File: src/rtl/adpcm_uart_framer_if.sv
// Code intake bus from the CIC/ADPCM compressor.
//   ena        - block enable (gates code intake only)
//   code_valid - one-cycle strobe qualifying code_in
//   code_in    - 4-bit ADPCM code
interface adpcm_uart_framer_if;
  logic       ena;
  logic       code_valid;
  logic [3:0] code_in;

  modport master (output ena, output code_valid, output code_in);
  modport slave  (input  ena, input  code_valid, input  code_in);
endinterface

File: src/rtl/adpcm_uart_framer.sv
// Packs pairs of 4-bit ADPCM codes into bytes, buffers them in a byte FIFO
// and sends them out as an 8N1 UART stream.
//   clk, rst_n  - clock, synchronous active-low reset
//   code_if     - code intake bus (ena, code_valid, code_in)
//   tx          - UART serial output, idle high
//   busy        - high while a frame is in START/DATA/STOP
//   overflow    - sticky, a packed byte was dropped on a full FIFO
//   fifo_level  - current FIFO occupancy
module adpcm_uart_framer #(
  parameter int unsigned CLK_DIV    = 104,
  parameter int unsigned FIFO_DEPTH = 8
) (
  input  logic                          clk,
  input  logic                          rst_n,
  adpcm_uart_framer_if.slave            code_if,
  output logic                          tx,
  output logic                          busy,
  output logic                          overflow,
  output logic [$clog2(FIFO_DEPTH):0]   fifo_level
);

  localparam int unsigned AW = $clog2(FIFO_DEPTH);
  localparam int unsigned LW = AW + 1;
  localparam int unsigned CW = $clog2(CLK_DIV);

  typedef enum logic [1:0] {
    IDLE  = 2'd0,
    START = 2'd1,
    DATA  = 2'd2,
    STOP  = 2'd3
  } state_t;

  state_t          state;
  logic            phase;
  logic [3:0]      hi_nib;
  logic [7:0]      fifo_mem [FIFO_DEPTH];
  logic [AW-1:0]   wr_ptr;
  logic [AW-1:0]   rd_ptr;
  logic [CW-1:0]   baud_cnt;
  logic [2:0]      bit_cnt;
  logic [7:0]      shreg;

  logic            push_c;
  logic            pop_c;
  logic            full_c;
  logic            wr_en_c;
  logic            baud_last_c;

  // A completed byte exists on the second accepted code of a pair.
  assign push_c      = code_if.ena & code_if.code_valid & phase;
  assign pop_c       = (state == IDLE) && (fifo_level != LW'(0));
  assign full_c      = (fifo_level == LW'(FIFO_DEPTH));
  // A simultaneous pop frees the head slot, so a push on full still lands.
  assign wr_en_c     = push_c & (~full_c | pop_c);
  assign baud_last_c = (baud_cnt == CW'(CLK_DIV - 1));

  // Nibble packer; dropping ena discards a pending high nibble.
  always_ff @(posedge clk) begin
    if (!rst_n) begin
      phase  <= 1'b0;
      hi_nib <= 4'h0;
    end else if (!code_if.ena) begin
      phase  <= 1'b0;
    end else if (code_if.code_valid) begin
      if (!phase) begin
        hi_nib <= code_if.code_in;
        phase  <= 1'b1;
      end else begin
        phase  <= 1'b0;
      end
    end
  end

  // FIFO storage; contents need no reset, pointers and level define validity.
  always_ff @(posedge clk) begin
    if (wr_en_c) begin
      fifo_mem[wr_ptr] <= {hi_nib, code_if.code_in};
    end
  end

  // FIFO pointers, occupancy and sticky overflow.
  always_ff @(posedge clk) begin
    if (!rst_n) begin
      wr_ptr     <= '0;
      rd_ptr     <= '0;
      fifo_level <= '0;
      overflow   <= 1'b0;
    end else begin
      if (wr_en_c) begin
        wr_ptr <= wr_ptr + AW'(1);
      end
      if (pop_c) begin
        rd_ptr <= rd_ptr + AW'(1);
      end
      case ({wr_en_c, pop_c})
        2'b10:   fifo_level <= fifo_level + LW'(1);
        2'b01:   fifo_level <= fifo_level - LW'(1);
        default: fifo_level <= fifo_level;
      endcase
      if (push_c && full_c && !pop_c) begin
        overflow <= 1'b1;
      end
    end
  end

  // UART transmitter; tx and busy are registered alongside the state.
  always_ff @(posedge clk) begin
    if (!rst_n) begin
      state    <= IDLE;
      baud_cnt <= '0;
      bit_cnt  <= 3'd0;
      shreg    <= 8'h00;
      tx       <= 1'b1;
      busy     <= 1'b0;
    end else begin
      case (state)
        IDLE: begin
          tx       <= 1'b1;
          busy     <= 1'b0;
          baud_cnt <= '0;
          if (pop_c) begin
            shreg <= fifo_mem[rd_ptr];
            state <= START;
            tx    <= 1'b0;
            busy  <= 1'b1;
          end
        end
        START: begin
          if (baud_last_c) begin
            baud_cnt <= '0;
            bit_cnt  <= 3'd0;
            tx       <= shreg[0];
            state    <= DATA;
          end else begin
            baud_cnt <= baud_cnt + CW'(1);
          end
        end
        DATA: begin
          if (baud_last_c) begin
            baud_cnt <= '0;
            if (bit_cnt == 3'd7) begin
              tx    <= 1'b1;
              state <= STOP;
            end else begin
              // Next data bit sits at shreg[1] before the shift takes effect.
              shreg   <= shreg >> 1;
              tx      <= shreg[1];
              bit_cnt <= bit_cnt + 3'd1;
            end
          end else begin
            baud_cnt <= baud_cnt + CW'(1);
          end
        end
        STOP: begin
          if (baud_last_c) begin
            baud_cnt <= '0;
            busy     <= 1'b0;
            tx       <= 1'b1;
            state    <= IDLE;
          end else begin
            baud_cnt <= baud_cnt + CW'(1);
          end
        end
        default: begin
          state <= IDLE;
          tx    <= 1'b1;
          busy  <= 1'b0;
        end
      endcase
    end
  end

endmodule
File: src/flat_wrapper.sv
// flat-port wrapper written by rule: the top's interface ports become plain ports
module adpcm_uart_framer_flat 
#(
  parameter int unsigned CLK_DIV    = 104,
  parameter int unsigned FIFO_DEPTH = 8
)
  (clk, rst_n, tx, busy, overflow, fifo_level, code_if_ena, code_if_code_valid, code_if_code_in);
  adpcm_uart_framer_if code_if_i ();
  input  logic clk;
  input  logic rst_n;
  output logic tx;
  output logic busy;
  output logic overflow;
  output logic [$clog2(FIFO_DEPTH):0] fifo_level;
  input wire logic [$bits(code_if_i.ena)-1:0] code_if_ena;
  input wire logic [$bits(code_if_i.code_valid)-1:0] code_if_code_valid;
  input wire logic [$bits(code_if_i.code_in)-1:0] code_if_code_in;
  assign code_if_i.ena = code_if_ena;
  assign code_if_i.code_valid = code_if_code_valid;
  assign code_if_i.code_in = code_if_code_in;
  adpcm_uart_framer #(.CLK_DIV(CLK_DIV), .FIFO_DEPTH(FIFO_DEPTH)) u_core (.clk(clk), .rst_n(rst_n), .code_if(code_if_i), .tx(tx), .busy(busy), .overflow(overflow), .fifo_level(fifo_level));
endmodule
File: config.mk
export PLATFORM = sky130hd
export DESIGN_NAME = adpcm_uart_framer_flat
export DESIGN_NICKNAME = d
export VERILOG_FILES = /design/src/rtl/adpcm_uart_framer_if.sv /design/src/rtl/adpcm_uart_framer.sv /design/src/flat_wrapper.sv
export SDC_FILE = /design/constraint.sdc
export NUM_CORES = 1
export LEC_CHECK = 0
export ABC_AREA = 1
export CELL_PAD_IN_SITES_DETAIL_PLACEMENT = 1
export CELL_PAD_IN_SITES_GLOBAL_PLACEMENT = 1
export CORE_MARGIN = 4
export CORE_UTILIZATION = 43
export DETAILED_ROUTE_END_ITERATION = 10
export GPL_TIMING_DRIVEN = 0
export HOLD_SLACK_MARGIN = 0.05
export MAX_ROUTING_LAYER = met4
export PLACE_DENSITY = 0.75
export RECOVER_POWER = 50
export REMOVE_ABC_BUFFERS = 1
export SYNTH_ARGS = -nofsm -noshare
export SYNTH_HDL_FRONTEND = slang
export SYNTH_SLANG_ARGS = --single-unit
File: constraint.sdc
create_clock -name clk -period 2 [get_ports clk]
set_clock_uncertainty 0.15 [all_clocks]
set_input_delay 0.2 -clock clk [delete_from_list [all_inputs] [get_ports clk]]
set_output_delay 0.2 -clock clk [all_outputs]
set_load 0.05 [all_outputs]
==> results.cfg, run 1 <==
[outcome]
outcome = finished, final reports clean

[yosys]
synth_top_area_share = 0.420
synth_cells = 471
ys_warn_count = 0
yosysTopAreaCell = edfxtp_1
async_reset_ff_frac = 0
synthTopCellsByArea = edfxtp_1, dfxtp_1, nand2_1, nand3_1, nor2_1
synth_area_per_cell_um2 = 9.71
synthFlopType = edfxtp_1
synth-edff-count = 64
synthesis.area_um2 = 4570
ys_types = 32
synth-seq-area-share = 0.600
ys_seq_elements = 105

[routing]
drtIter0Drc = 204
via_per_inst = 5.19
drcViolationCount = 0
vias = 3334
wl_per_cell_um = 17.2
first_pass_iters = 5
ant_nets = 0
wirelength_mm = 11.0

[power]
p_per_area_nw_per_um2 = 1160
ir_worst_vdd_mv = 0.601
p_leak_nw = 2.02

[sta]
slew_viol_final = 0
worst_slew_pin_slew_ns = 0.764
fin_crit_sh = 0.971
rsz0062_at_grt = yes
setup_viol = 0
setup_tns_ns = 0
holdWs_ns = 0.286
hold_viol = 0
period_needed_ns = 1.94
max_freq_ghz = 0.515
relSlewSlack = 0.491
final.setup.worst_slack_ns = 0.0585

[critical_path]
timing.rr.end = u_core.fifo_mem[1][6]
crit_fanout = 5
crit_chain = inv_2 -> ha_4 -> nor2_1 -> nand3_1 -> nand2_2 -> nor2_1 -> inv_2 -> nor2_4 -> buf_4
cp_slowest_cell = dfxtp_2
r2r_start = u_core.state[1]
cp.required_ns = 1.94
cp.arrival_ns = 1.89
worstRegToRegCells = 9
crit_type = flip-flop to flip-flop
slowest_delay_ns = 0.35
r2r_slack_ns = 0.06
endpoint_kind = flip-flop
start_kind = flip-flop

[layout]
fillers = 1164
nets = 520
syn_to_final_growth_pct = 16.0
final_cell_mix = nand2_1, edfxtp_1, nand3_1
layout_commonest_cell = nand2_1
layout-drive-gt1-share = 0.168
final_area_um2 = 5300
antennaDiodeCount = 0

[clock_tree]
clock_sinks = 105
ctsRootBufferMaster = clkbuf_8
clkTransAtPathRegs_ns = 0.10
cts_buffer_depth = 2
ctsHoldBuffers = 0
htreeDepth = 3
numCtsBuffers = 9
clk_latency_ns = 0.37
cts_tree = built

[grt]
grt_max_degree = 35
antenna_found_initial = 0
grt_pass1_vias = 3533
track_usage = 0.192
grt.overflow.total = 0
grt_pass1_wl_mm = 18.1

[placed_design]
io_buffers = 14
pre_cts_slack_ns = -1.14
hpwl_mm = 6.62
dpl_cell_area_um2 = 4770
gp_congestion = 0.749

[die]
ios = 15
start_util = 0.443
die_area_um2 = 12300
die_x_um = 111
die-height_um = 111
row_count = 37
core_area_um2 = 10300

[worst_hold_path]
worstHoldPathCells = 3
hold_start = code_if_ena
hold_end = u_core.phase
hold_class = input port to flip-flop

[flow_run]
cap_violations = 0
per-layer routing:
metal / up-vias / global-route usage / share of wire
met2: 62 / 0.316 / 0.50
met1: 1624 / 0.237 / 0.44
met3: 11 / 0.0448 / 0.041
li1: 1637 / - / -
met4: 0 / 0.0616 / 0.016
met5: - / - / 0
Yosys cell counts (all sizes together), types with 5 or more instances:
library cell  number
dfxtp             41
a21oi             26
nand2            110
buf               15
nand4              5
ha                11
inv               36
nor2              63
edfxtp            64
nand3             64
o21ai             20
kinds of logic (layout without fill, tap and decap cells):
group / after synthesis / in the layout / share of synthesized area
AOI/OAI and AO/OA: 51 / 51 / 0.0616
xor gates and xnor gates: 3 / 3 / 0.00575
adders and majority gates: 11 / 11 / 0.0301
buffers and inverters: 54 / 89 / 0.0542
DFF: 105 / 105 / 0.600
and+or+nand+nor: 247 / 247 / 0.248
timing repair:
item,4_1_cts,5_1_grt
resized for setup,36,7
pin swaps,8,1
setup buffers,17,5
cloned,1,0
setup endpoints to repair,87,75
cell type report:
type,count,area [um^2],area share
multi-input cells,312,1670,0.316
clock inverters,5,31.3,0.00590
repair buffers,36,382,0.0720
well taps,136,170,0.0321
clock buffers,11,141,0.0267
flip-flops and latches,105,2750,0.519
inverters,36,146,0.0276
repair inverters,1,7.51,0.00142
worst max-delay path by stage:
stage                         startpoint                     to
detailed placement             flip-flop        u_core.shreg[0]
floorplan           u_core.fifo_level[2]  u_core.fifo_mem[0][0]
global route             u_core.state[0]        u_core.state[1]
finish                   u_core.state[1]  u_core.fifo_mem[1][6]
global placement               flip-flop        u_core.shreg[0]
CTS                      u_core.state[0]  u_core.fifo_mem[7][5]
critical path, delay by kind of cell, from the launching register on:
kind / cells / cell delay (ns)
adder cells (fa/ha/maj): 1 / 0.16
buffers and inverters: 3 / 0.37
flip-flops: 1 / 0.35
AND/OR/NAND/NOR: 5 / 0.63
sequential cells by signal (all words and copies together), names as in the netlist, 2 cells and up, named ones only:
signal / flops
u_core.shreg: 8
u_core.state: 2
u_core.hi_nib: 4
u_core.baud_cnt: 7
u_core.rd_ptr: 3
u_core.fifo_level: 4
u_core.wr_ptr: 3
u_core.bit_cnt: 3
u_core.fifo_mem: 64
stage by stage:
step / total power, mW / cells / util
floorplan: 4.19 / 453 / -
global placement: 4.70 / 603 / 0.462
detailed placement: 4.80 / 603 / 0.462
CTS: 6.07 / 637 / 0.507
global route: 6.62 / 642 / 0.514
finish: 6.13 / 642 / 0.514
where the power goes:
| part | switching [mW] | internal [mW] | leakage (nW) | total (mW) |
|---|---|---|---|---|
| clock network | 0.716 | 0.484 | 0.0907 | 1.20 |
| logic | 1.42 | 0.741 | 1.01 | 2.16 |
| registers | 0.271 | 2.50 | 0.919 | 2.77 |
No activity file was read; power rests on OpenSTA's default activity.
==> run 2: changes to the inputs <==
Settings changed: CELL_PAD_IN_SITES_DETAIL_PLACEMENT 1 to 2, CELL_PAD_IN_SITES_GLOBAL_PLACEMENT 1 to 2, CORE_UTILIZATION 43 to 36, PLACE_DENSITY 0.75 to 0.76.
==> results.cfg, run 2 (synthesis gave the netlist of run 1 again) <==
[clock_tree]
numCtsBuffers = 9
clk_latency_ns = 0.35
clock_sinks = 105
ctsRootBufferMaster = clkbuf_16
cts_buffer_depth = 2
cts_tree = built
htreeDepth = 3
clkTransAtPathRegs_ns = 0.07

[grt]
grt_pass1_vias = 3808
grt.overflow.total = 0
grt_pass1_wl_mm = 20.5
antenna_found_initial = 0
grt_max_degree = 35
track_usage = 0.188

[die]
die_area_um2 = 14600
ios = 15
start_util = 0.374
row_count = 40
die-height_um = 121
die_x_um = 121
core_area_um2 = 12200

[routing]
ant_nets = 0
vias = 3452
via_per_inst = 5.14
wirelength_mm = 12.8
wl_per_cell_um = 19.0
drtIter0Drc = 141
first_pass_iters = 4
drcViolationCount = 0

[sta]
holdWs_ns = 0.184
setup_tns_ns = 0
worst_slew_pin_slew_ns = 0.597
setup_viol = 0
fin_crit_sh = 0.964
final.setup.worst_slack_ns = 0.0716
hold_viol = 0
period_needed_ns = 1.93
max_freq_ghz = 0.519
relSlewSlack = 0.602
rsz0062_at_grt = yes
slew_viol_final = 0

[placed_design]
io_buffers = 14
dpl_cell_area_um2 = 4810
hpwl_mm = 7.69
pre_cts_slack_ns = -1.34
dp.cells = 635
gp_congestion = 0.715

[layout]
final_cells = 671
final_area_um2 = 5470
largest-register = u_core.fifo_mem
antennaDiodeCount = 0
nets = 517
syn_to_final_growth_pct = 19.6
top_regs = u_core.fifo_mem (64), u_core.shreg (8), u_core.baud_cnt (7)
layout-drive-gt1-share = 0.175
layout_commonest_cell = nand2_1
largest_reg_flops = 64
final_cell_mix = nand2_1, edfxtp_1, nand3_1
utilization = 0.448

[critical_path]
worstRegToRegCells = 9
crit_fanout = 5
r2r_slack_ns = 0.08
cp.required_ns = 1.92
endpoint_kind = flip-flop
timing.rr.end = u_core.fifo_mem[7][0]
start_kind = input port
cp_slowest_cell = dlygate4sd3_1
r2r_start = u_core.state[1]
crit_type = input port to flip-flop
crit_chain = dlygate4sd3_1 -> nand3_2 -> inv_1 -> nand2_2 -> nor2_2 -> inv_2 -> nor2_4 -> buf_4
cp.arrival_ns = 1.84
slowest_delay_ns = 0.61

[power]
p_leak_nw = 2.06
finalPower_mw = 6.69
p_per_area_nw_per_um2 = 1220
ir_worst_vdd_mv = 0.565

[outcome]
outcome = finished, final reports clean

[worst_hold_path]
hold_end = u_core.tx
worstHoldPathCells = 2
hold_class = input port to flip-flop
hold_start = rst_n

[flow_run]
cap_violations = 0
==> run 2: cell count changes in the layout (fill, tap and decap cells not counted), moves of 2 or more <==
cell | before | now
nand3_1 | 59 | 57
o21ai_1 | 2 | 4
buf_4 | 15 | 9
o21ai_0 | 18 | 16
nand3_2 | 1 | 3
buf_12 | 6 | 8
clkinvlp_4 | 4 | 6
clkbuf_16 | 0 | 9
clkbuf_8 | 10 | 0
==> run 2: cell type report <==
class | count | area, um^2
Clock buffer | 10 | 229
Clock inverter | 6 | 42.5
Fill cell | 1307 | 6740
Inverter | 36 | 146
Multi-Input combinational cell | 312 | 1700
Sequential cell | 105 | 2750
Tap cell | 168 | 210
Timing Repair Buffer | 33 | 384
Timing Repair inverter | 1 | 7.51
==> run 2: worst max path at each step <==
| stage | slack [ns] | to | depth (start not counted) | from |
|---|---|---|---|---|
| floorplan | -0.20 | u_core.fifo_mem[0][0] | 6 | u_core.fifo_level[2] |
| global placement | -1.25 | u_core.shreg[0] | 7 | flip-flop |
| detailed placement | -1.34 | u_core.shreg[0] | 7 | flip-flop |
| CTS | -0.11 | u_core.shreg[1] | 7 | flip-flop |
| global route | -0.03 | u_core.fifo_mem[7][0] | 8 | code_if_code_valid |
| finish | 0.07 | u_core.fifo_mem[7][0] | 8 | code_if_code_valid |
==> run 2: where the power goes <==
part           internal (mW)  total, mW  switching, mW  leakage, nW
combinational          0.752       2.25           1.50         1.01
sequential              2.50       2.79          0.288        0.919
clock                  0.848       1.65          0.803        0.129
==> run 2: repair_timing <==
| item | in CTS | in global routing |
|---|---|---|
| pin swaps | 9 | 0 |
| endpoints found under the setup margin | 87 | 82 |
| hold buffers | 0 | 0 |
| setup buffers | 14 | 5 |
| cloned | 1 | 0 |
| resized for setup | 39 | 12 |
==> run 2: critical path: cells and delay by family <==
kind / cells / cell delay, ns
buffers and inverters: 4 / 1.03
and+or+nand+nor: 4 / 0.61
==> run 2: per-layer routing <==
metal | vias up | track usage | wire length, um
met5 | - | - | 0
met4 | 0 | 0.0673 | 250
met3 | 18 | 0.0196 | 385
met2 | 60 | 0.335 | 6850
met1 | 1736 | 0.222 | 5290
li1 | 1638 | - | -
